File: src/rtl/mmcm_drp_pkg.sv
// mmcm_drp_pkg: shared constants, register map defaults and FSM states for the MMCM DRP master
package mmcm_drp_pkg;
  localparam int DRP_DW = 16;
  localparam int DRP_AW = 7;
  localparam int ADDR_DRP_ADDR = 0;
  localparam int ADDR_DRP_DATA = 1;
  localparam int ADDR_DRP_RESET = 2;
  localparam int ADDR_DRP_SEL = 3;
  localparam int ADDR_DRP_STATUS = 4;
  localparam int ADDR_DRP_MASK = 5;
  localparam int ST_BUSY = 0;
  localparam int ST_TIMEOUT = 1;
  localparam int ST_OVERRUN = 2;
  localparam int ST_BADSEL = 3;
  typedef enum logic [1:0] {S_IDLE, S_STROBE, S_WAIT, S_RMW_WR} drp_state_t;
endpackage

File: src/rtl/reg_mmcm_drp_multi_if.sv
// reg_mmcm_drp_multi_if: USB register bus between the register decoder (master) and a register block (slave)
interface reg_mmcm_drp_multi_if #(parameter int pBYTECNT_SIZE = 7);
  logic selected;
  logic [7:0] reg_address;
  logic [pBYTECNT_SIZE-1:0] reg_bytecnt;
  logic [7:0] reg_datai;
  logic [7:0] reg_datao;
  logic reg_read;
  logic reg_write;
  modport master(output selected, reg_address, reg_bytecnt, reg_datai, reg_read, reg_write, input reg_datao);
  modport slave(input selected, reg_address, reg_bytecnt, reg_datai, reg_read, reg_write, output reg_datao);
endinterface

File: src/rtl/mmcm_drp_engine.sv
// mmcm_drp_engine: DRP transaction FSM with drdy wait, timeout, one-cycle den/dwe pulses and read-data capture
module mmcm_drp_engine
  import mmcm_drp_pkg::*;
#(
  parameter int pCHANNELS = 2,
  parameter int pTIMEOUT = 255
) (
  input  logic                        clk_usb,
  input  logic                        reset_i,
  input  logic                        launch,
  input  logic                        we,
  input  logic                        rmw,
  input  logic [2:0]                  sel,
  input  logic [DRP_DW-1:0]           wdata,
  input  logic [DRP_DW-1:0]           mask,
  input  logic [DRP_DW*pCHANNELS-1:0] drp_dout,
  input  logic [pCHANNELS-1:0]        drp_drdy,
  output logic                        busy,
  output logic                        timeout,
  output logic [pCHANNELS-1:0]        drp_den,
  output logic                        drp_dwe,
  output logic [DRP_DW-1:0]           drp_din,
  output logic [DRP_DW-1:0]           rdata
);
  drp_state_t state_q, state_d;
  logic [15:0] cnt_q;
  logic [2:0] sel_q;
  logic we_q, rmw_q, drdy_sel, expire;
  logic [DRP_DW-1:0] mask_q, dout_sel;
  logic [pCHANNELS-1:0] onehot;
  assign onehot = pCHANNELS'(1) << sel_q;
  assign drdy_sel = |(drp_drdy & onehot);
  assign expire = cnt_q == 16'(pTIMEOUT - 1);
  // read-data mux for the channel latched at launch
  always_comb begin
    dout_sel = '0;
    for (int c = 0; c < pCHANNELS; c++) dout_sel = (sel_q == 3'(c)) ? drp_dout[DRP_DW*c +: DRP_DW] : dout_sel;
  end
  // state register; async reset kills any access in flight
  always_ff @(posedge clk_usb or posedge reset_i)
    if (reset_i) state_q <= S_IDLE;
    else state_q <= state_d;
  // next state: drdy beats a same-cycle timeout expiry
  always_comb begin
    state_d = state_q == S_IDLE ? (launch ? S_STROBE : S_IDLE) :
              state_q == S_WAIT ? (drdy_sel ? (rmw_q ? S_RMW_WR : S_IDLE) : (expire ? S_IDLE : S_WAIT)) :
              S_WAIT;
  end
  // transaction context, wait counter and data capture
  always_ff @(posedge clk_usb or posedge reset_i)
    if (reset_i) begin
      cnt_q <= '0;
      sel_q <= '0;
      we_q <= 1'b0;
      rmw_q <= 1'b0;
      mask_q <= '1;
      drp_din <= '0;
      rdata <= '0;
    end else begin
      cnt_q <= state_q == S_WAIT ? cnt_q + 16'd1 : 16'd0;
      if (state_q == S_IDLE && launch) begin
        sel_q <= sel;
        we_q <= we;
        rmw_q <= rmw;
        mask_q <= mask;
        drp_din <= wdata;
      end
      if (state_q == S_WAIT && drdy_sel) begin
        rdata <= dout_sel;
        if (rmw_q) drp_din <= (dout_sel & ~mask_q) | (drp_din & mask_q);
        rmw_q <= 1'b0;
      end
    end
  // outputs decoded from state so den/dwe fall with the async reset
  always_comb begin
    drp_den = (state_q == S_STROBE || state_q == S_RMW_WR) ? onehot : '0;
    drp_dwe = state_q == S_RMW_WR || (state_q == S_STROBE && we_q && !rmw_q);
    busy = state_q != S_IDLE;
    timeout = state_q == S_WAIT && !drdy_sel && expire;
  end
endmodule

File: src/rtl/reg_mmcm_drp_multi.sv
// reg_mmcm_drp_multi: register-mapped DRP master for up to 8 MMCM/PLL ports; DRP_RMW_EN adds a masked read-modify-write path
module reg_mmcm_drp_multi
  import mmcm_drp_pkg::*;
#(
  parameter int pBYTECNT_SIZE = 7,
  parameter int pCHANNELS = 2,
  parameter int pTIMEOUT = 255,
  parameter int pDRP_ADDR = ADDR_DRP_ADDR,
  parameter int pDRP_DATA = ADDR_DRP_DATA,
  parameter int pDRP_RESET = ADDR_DRP_RESET,
  parameter int pDRP_SEL = ADDR_DRP_SEL,
  parameter int pDRP_STATUS = ADDR_DRP_STATUS
) (
  input  logic                        clk_usb,
  input  logic                        reset_i,
  reg_mmcm_drp_multi_if.slave         bus,
  output logic [DRP_AW-1:0]           drp_addr,
  output logic [DRP_DW-1:0]           drp_din,
  output logic                        drp_dwe,
  output logic [pCHANNELS-1:0]        drp_den,
  input  logic [DRP_DW*pCHANNELS-1:0] drp_dout,
  input  logic [pCHANNELS-1:0]        drp_drdy,
  output logic [pCHANNELS-1:0]        drp_reset
);
  logic wr, rd, wr_addr, wr_data, wr_sel, wr_reset, wr_status, busy, timeout, sel_bad, launch, rmw;
  logic b0, b1;
  logic timeout_f, overrun_f, badsel_f;
  logic [2:0] sel_q;
  logic [DRP_DW-1:0] wdata_q, rdata, mask;
  logic [7:0] mask_rd;
  assign wr = bus.selected && bus.reg_write;
  assign rd = bus.selected && bus.reg_read;
  assign b0 = bus.reg_bytecnt == pBYTECNT_SIZE'(0);
  assign b1 = bus.reg_bytecnt == pBYTECNT_SIZE'(1);
  assign wr_addr = wr && bus.reg_address == 8'(pDRP_ADDR);
  assign wr_data = wr && bus.reg_address == 8'(pDRP_DATA);
  assign wr_sel = wr && bus.reg_address == 8'(pDRP_SEL);
  assign wr_reset = wr && bus.reg_address == 8'(pDRP_RESET);
  assign wr_status = wr && bus.reg_address == 8'(pDRP_STATUS);
  assign sel_bad = int'(sel_q) >= pCHANNELS;
  assign launch = wr_addr && !busy && !sel_bad;
`ifdef DRP_RMW_EN
  logic [DRP_DW-1:0] mask_q;
  logic wr_mask;
  assign wr_mask = wr && bus.reg_address == 8'(ADDR_DRP_MASK);
  assign mask = mask_q;
  assign rmw = bus.reg_datai[7] && mask_q != 16'hFFFF;
  assign mask_rd = bus.reg_address != 8'(ADDR_DRP_MASK) ? 8'h00 : b0 ? mask_q[7:0] : b1 ? mask_q[15:8] : 8'h00;
  // bit mask of the fields a write launch may change
  always_ff @(posedge clk_usb or posedge reset_i)
    if (reset_i) mask_q <= 16'hFFFF;
    else if (wr_mask && b0) mask_q[7:0] <= bus.reg_datai;
    else if (wr_mask && b1) mask_q[15:8] <= bus.reg_datai;
`else
  assign mask = 16'hFFFF;
  assign rmw = 1'b0;
  assign mask_rd = 8'h00;
`endif
  // register file; ADDR/DATA are frozen while a transaction is in flight
  always_ff @(posedge clk_usb or posedge reset_i)
    if (reset_i) begin
      wdata_q <= '0;
      sel_q <= '0;
      drp_addr <= '0;
      drp_reset <= '0;
      timeout_f <= 1'b0;
      overrun_f <= 1'b0;
      badsel_f <= 1'b0;
    end else begin
      if (wr_data && !busy && b0) wdata_q[7:0] <= bus.reg_datai;
      if (wr_data && !busy && b1) wdata_q[15:8] <= bus.reg_datai;
      if (wr_addr && !busy) drp_addr <= bus.reg_datai[DRP_AW-1:0];
      if (wr_sel) sel_q <= bus.reg_datai[2:0];
      if (wr_reset) drp_reset <= bus.reg_datai[pCHANNELS-1:0];
      timeout_f <= timeout || (timeout_f && !wr_status);
      overrun_f <= ((wr_addr || wr_data) && busy) || (overrun_f && !wr_status);
      badsel_f <= (wr_addr && !busy && sel_bad) || (badsel_f && !wr_status);
    end
  // combinational read-back, zero unless this block is being read
  always_comb begin
    bus.reg_datao = !rd ? 8'h00 :
                    bus.reg_address == 8'(pDRP_ADDR) ? {busy, drp_addr} :
                    bus.reg_address == 8'(pDRP_DATA) ? (b0 ? rdata[7:0] : b1 ? rdata[15:8] : 8'h00) :
                    bus.reg_address == 8'(pDRP_RESET) ? 8'(drp_reset) :
                    bus.reg_address == 8'(pDRP_SEL) ? {5'b0, sel_q} :
                    bus.reg_address == 8'(pDRP_STATUS) ? {4'b0, badsel_f, overrun_f, timeout_f, busy} :
                    mask_rd;
  end
  mmcm_drp_engine #(.pCHANNELS(pCHANNELS), .pTIMEOUT(pTIMEOUT)) u_engine (
    .clk_usb (clk_usb),
    .reset_i (reset_i),
    .launch  (launch),
    .we      (bus.reg_datai[7]),
    .rmw     (rmw),
    .sel     (sel_q),
    .wdata   (wdata_q),
    .mask    (mask),
    .drp_dout(drp_dout),
    .drp_drdy(drp_drdy),
    .busy    (busy),
    .timeout (timeout),
    .drp_den (drp_den),
    .drp_dwe (drp_dwe),
    .drp_din (drp_din),
    .rdata   (rdata)
  );
endmodule

File: src/flat_wrapper.sv
// flat-port wrapper written by rule: the top's interface ports become plain ports
module reg_mmcm_drp_multi_flat import mmcm_drp_pkg::*;
#(
  parameter int pBYTECNT_SIZE = 7,
  parameter int pCHANNELS = 2,
  parameter int pTIMEOUT = 255,
  parameter int pDRP_ADDR = ADDR_DRP_ADDR,
  parameter int pDRP_DATA = ADDR_DRP_DATA,
  parameter int pDRP_RESET = ADDR_DRP_RESET,
  parameter int pDRP_SEL = ADDR_DRP_SEL,
  parameter int pDRP_STATUS = ADDR_DRP_STATUS
)
  (clk_usb, reset_i, drp_addr, drp_din, drp_dwe, drp_den, drp_dout, drp_drdy, drp_reset, bus_selected, bus_reg_address, bus_reg_bytecnt, bus_reg_datai, bus_reg_read, bus_reg_write, bus_reg_datao);
  reg_mmcm_drp_multi_if #(.pBYTECNT_SIZE(pBYTECNT_SIZE)) bus_i ();
  input  logic clk_usb;
  input  logic reset_i;
  output logic [DRP_AW-1:0] drp_addr;
  output logic [DRP_DW-1:0] drp_din;
  output logic drp_dwe;
  output logic [pCHANNELS-1:0] drp_den;
  input  logic [DRP_DW*pCHANNELS-1:0] drp_dout;
  input  logic [pCHANNELS-1:0] drp_drdy;
  output logic [pCHANNELS-1:0] drp_reset;
  input wire logic [$bits(bus_i.selected)-1:0] bus_selected;
  input wire logic [$bits(bus_i.reg_address)-1:0] bus_reg_address;
  input wire logic [$bits(bus_i.reg_bytecnt)-1:0] bus_reg_bytecnt;
  input wire logic [$bits(bus_i.reg_datai)-1:0] bus_reg_datai;
  input wire logic [$bits(bus_i.reg_read)-1:0] bus_reg_read;
  input wire logic [$bits(bus_i.reg_write)-1:0] bus_reg_write;
  output wire logic [$bits(bus_i.reg_datao)-1:0] bus_reg_datao;
  assign bus_i.selected = bus_selected;
  assign bus_i.reg_address = bus_reg_address;
  assign bus_i.reg_bytecnt = bus_reg_bytecnt;
  assign bus_i.reg_datai = bus_reg_datai;
  assign bus_i.reg_read = bus_reg_read;
  assign bus_i.reg_write = bus_reg_write;
  assign bus_reg_datao = bus_i.reg_datao;
  reg_mmcm_drp_multi #(.pBYTECNT_SIZE(pBYTECNT_SIZE), .pCHANNELS(pCHANNELS), .pTIMEOUT(pTIMEOUT), .pDRP_ADDR(pDRP_ADDR), .pDRP_DATA(pDRP_DATA), .pDRP_RESET(pDRP_RESET), .pDRP_SEL(pDRP_SEL), .pDRP_STATUS(pDRP_STATUS)) u_core (.clk_usb(clk_usb), .reset_i(reset_i), .bus(bus_i), .drp_addr(drp_addr), .drp_din(drp_din), .drp_dwe(drp_dwe), .drp_den(drp_den), .drp_dout(drp_dout), .drp_drdy(drp_drdy), .drp_reset(drp_reset));
endmodule
File: config.mk
export PLATFORM = sky130hd
export DESIGN_NAME = reg_mmcm_drp_multi_flat
export DESIGN_NICKNAME = d
export VERILOG_FILES = /design/src/rtl/mmcm_drp_pkg.sv /design/src/rtl/reg_mmcm_drp_multi_if.sv /design/src/rtl/mmcm_drp_engine.sv /design/src/rtl/reg_mmcm_drp_multi.sv /design/src/flat_wrapper.sv
export SDC_FILE = /design/constraint.sdc
export NUM_CORES = 1
export LEC_CHECK = 0
export BUFFER_PORTS_ARGS = -buffer_cell sky130_fd_sc_hd__clkbuf_2
export CAP_MARGIN = 15
export CORE_ASPECT_RATIO = 0.7
export CORE_MARGIN = 3
export CORE_UTILIZATION = 35
export CTS_BUF_LIST = sky130_fd_sc_hd__clkbuf_8
export DETAILED_ROUTE_END_ITERATION = 12
export PLACE_DENSITY = 0.53
export SYNTH_ARGS = -nofsm -noshare
export SYNTH_HDL_FRONTEND = slang
export SYNTH_SLANG_ARGS = --single-unit
File: constraint.sdc
create_clock -name clk_usb -period 5.6 [get_ports clk_usb]
set_input_delay 0.56 -clock clk_usb [delete_from_list [all_inputs] [get_ports clk_usb]]
set_output_delay 0.56 -clock clk_usb [all_outputs]
set_load 0.05 [all_outputs]
==> flow_summary_export.csv <==
group,metric,value,unit
outcome,outcome,"complete, no violations",
drt,wl_met2,4049,microns
power,pwr-share-seq,0.554,
clock_network,cts_tree,"built",
clock_network,clk_latency,0.35,ns
clock_network,clockBufferDepth,2,
setup_path,crit_chain,"clkbuf_2 -> or4_1 -> nor3_4 -> nand3_1 -> a31oi_1 -> clkbuf_2",
yosys,synth_edf_count,0,
drt,firstDrtPassIters,4,
yosys,synth.area.mux_share,0.1600,
clock_network,cts_resized,0,
layout,antenna_cells,0,
flow_run,cap_violations,0,
sta,fin_skew,0.007582,ns
yosys,synth_top_family_by_area,"simple AND/OR/NAND/NOR gates",
floorplanning,initial_core_util,0.3639,
setup_path,cp_slowest_cell,"or4_1",
yosys,synth-compound-area-share,0.08833,
grt,gr-total-overflow,0,
yosys,async_flop_share,1.000,
min_path,hold_path_class,"input port to async pin",
yosys,ys_types,49,
power,peakVddDrop,0.1027,mV
sta,holdWs,0.2615,ns
grt,antenna_found_initial,0,
power,switchingPower,0.2604,mW
setup_path,rr_worst_depth,4,
yosys,synthFlopType,"dfrtp_1",
clock_network,clock_sinks,85,
placed_design,hpwlAfterDp,7439,microns
setup_path,required,5.04,ns
setup_path,crit_buf_inv,2,
sta,finalCritPeriodShare,0.5210,
yosys,synth-seq-cells,85,
layout,fin_util,0.4404,
power,power.share.clock,0.375,
sta,fmax,342.8,MHz
placed_design,gp_congestion,0.7880,
layout,final_cell_count_no_fill,607,
power,p_int,0.8667,mW
yosys,synthAdderAreaFrac,0.006156,
sta,setup_violations,0,
drt,wl,9925,microns
clock_network,postCtsSetupRepairBufs,0,
drt,drc,0,
drt,m1WireLength,5131,microns
sta,relSlewSlack,0.2578,
yosys,yosysMostFrequentCell,"dfrtp_1",
floorplanning,core_area,11170,sq um
placed_design,port_buffers,97,
clock_network,h-tree-depth,3,
yosys,synth_top_area_share,0.5232,
grt,grt_max_degree,86,
setup_path,worstSetupPathType,"input port to output port",
power,power_leakage,2.418,nW
yosys,ys_top_cells_by_area,"dfrtp_1 (52%), mux2_2 (14%), a22oi_1 (3.0%)",
setup_path,cp.arrival,2.36,ns
yosys,synth_nets,418,
yosys,yosysTopAreaCell,"dfrtp_1",
yosys,yosysSeqAreaShare,0.5232,
drt,avgViaCountPerCell,5.040,
clock_network,clk_pin_slew,0.07,ns
yosys,yosys_warnings,0,
yosys,synth-simple-area-share,0.1733,
sta,tns,0,ns
setup_path,worst-path-max-fanout,10,
power,p_comb_frac,0.071,
drt,vias,3059,
floorplanning,rows,32,
setup_path,regToRegSetupSlack,3.19,ns
floorplanning,ios,98,
yosys,synth_xor_area_frac,0.02370,
setup_path,r2r_end,"u_core.u_engine.rdata[3]$_DFFE_PP0P_",
sta,hold_viol_final,0,
yosys,netlist_instances,354,
layout,syn_to_final_growth,21.02,%
drt,dr_wl_met3,649,microns
drt,routedWlPerCell,16.35,microns
drt,drt_iter0_drc,114,
sta,period_minus_slack,2.918,ns
setup_path,path_common_cell,"clkbuf_2",
floorplanning,die_w,134.8,microns
clock_network,cts_buffers,9,
floorplanning,fp.dieH,96.17,microns
grt,grt_pass1_vias,3001,
setup_path,crit_family,"simple AND/OR/NAND/NOR gates",
placed_design,placed_cells,590,
yosys,synth_common_cells,"dfrtp_1 (85), mux2_2 (52), nor2_1 (27), nand2_1 (23), o21ai_0 (22)",
sta,rsz0062_at_grt,"no",
setup_path,end_kind,"output port",
layout,finalNetCount,513,
layout,drive_gt1_frac,0.4053,
power,switching_share,0.2310,
yosys,synth_area_per_cell,11.48,sq um
grt,grt_pass1_wl,15920,microns
yosys,syn-cell-area,4065,sq um
setup_path,rr_startpoint,"u_core.u_engine.state_q[0]$_DFF_PP0_",
drt,top_layer,"met4",
sta,worst_pin_slew,1.107,ns
sta,slew_violations,0,
setup_path,critPathMaxStageDelay,0.57,ns
floorplanning,die-area,12960,sq um
setup_path,cp.depth,6,
grt,grtUsageTotal,0.1585,
drt,ant_nets,0,
power,power.density,229.1,nW/um^2
setup_path,cp-start-kind,"input port",
clock_network,clock-root-buffer,"clkbuf_8",
clock_network,hold_buffers,0,
[placed cells by master (no fill, tap or decap), types with 2 or more instances in the layout]
master / count
a21oi_1: 9
a22oi_1: 16
a31oi_1: 5
and2_1: 2
and3_1: 2
buf_4: 2
clkbuf_2: 97
clkbuf_8: 10
clkinv_2: 3
dfrtp_1: 85
ha_1: 2
inv_1: 9
mux2_2: 52
mux2_4: 3
mux2i_1: 2
nand2_1: 23
nand2b_1: 10
nand3_1: 14
nand4_1: 5
nand4bb_4: 2
nor2_1: 27
nor2b_1: 2
nor3_1: 4
nor4_1: 6
o21ai_0: 22
o2bb2ai_1: 2
or4_1: 3
xnor2_1: 7
xor2_1: 4
[worst max path at each step]
stage / slack [ns] / from / end
floorplan: 2.61 / bus_reg_address[0] / bus_reg_datao[0]
detailed placement: 2.69 / bus_reg_bytecnt[5] / bus_reg_datao[2]
finish: 2.68 / bus_reg_bytecnt[5] / bus_reg_datao[2]
global placement: 2.76 / bus_reg_bytecnt[5] / bus_reg_datao[2]
CTS: 2.69 / bus_reg_bytecnt[5] / bus_reg_datao[2]
global route: 2.60 / bus_reg_bytecnt[5] / bus_reg_datao[2]
[registers in the layout, summed over array words and instances, names as in the netlist, 2 cells and up]
signal                   cells
u_core.drp_addr              7
u_core.u_engine.state_q      2
u_core.sel_q                 3
u_core.drp_reset             2
u_core.wdata_q              16
u_core.u_engine.drp_din     16
u_core.u_engine.cnt_q       16
u_core.u_engine.sel_q        3
u_core.u_engine.rdata       16
[power by group through the flow]
stage	registers, mW	clock network (mW)	logic [mW]
finish	0.625	0.423	0.0795
global route	0.626	0.463	0.0887
CTS	0.625	0.443	0.0786
detailed placement	0.637	0	0.0783
global placement	0.637	0	0.0773
floorplan	0.642	0	0.0345
[per-stage QoR]
stage	setup slack (ns)	total power, mW	cell area (sq um)
floorplan	2.611	0.6762	4065
global placement	2.755	0.7142	4700
detailed placement	2.693	0.7155	4700
CTS	2.693	1.146	4892
global route	2.603	1.178	4920
finish	2.682	1.127	4920
[per-layer routing]
layer	vias up	track usage
li1	1473	-
met1	1483	0.2364
met4	0	0.04068
met2	94	0.2263
met3	9	0.04284
met5	-	0
[cell families (layout without fill, tap and decap cells)]
logic type | count (synthesis) | after routing
compound gates | 58 | 58
xor+xnor | 11 | 11
fa+ha+maj | 2 | 2
buf+inv | 24 | 124
flops | 85 | 85
mux | 57 | 57
simple gates | 117 | 117
[worst reg2reg max path, stage by stage, from the launching register on]
cell	delay, ns
dfrtp_1	0.44
nand2b_1	0.52
nand3b_1	0.92
nand2_1	0.26
o21ai_0	0.11
[area by class of cell]
| cell class | count | area [sq um] |
|---|---|---|
| Clock buffer | 10 | 137.6 |
| Timing Repair Buffer | 100 | 528.0 |
| Fill cell | 1080 | 6251 |
| Clock inverter | 6 | 55.05 |
| Inverter | 8 | 31.28 |
| Sequential cell | 85 | 2127 |
| Tap cell | 153 | 191.4 |
| Multi-Input combinational cell | 245 | 1849 |
Note: power is estimated with default switching activity, not from simulation.
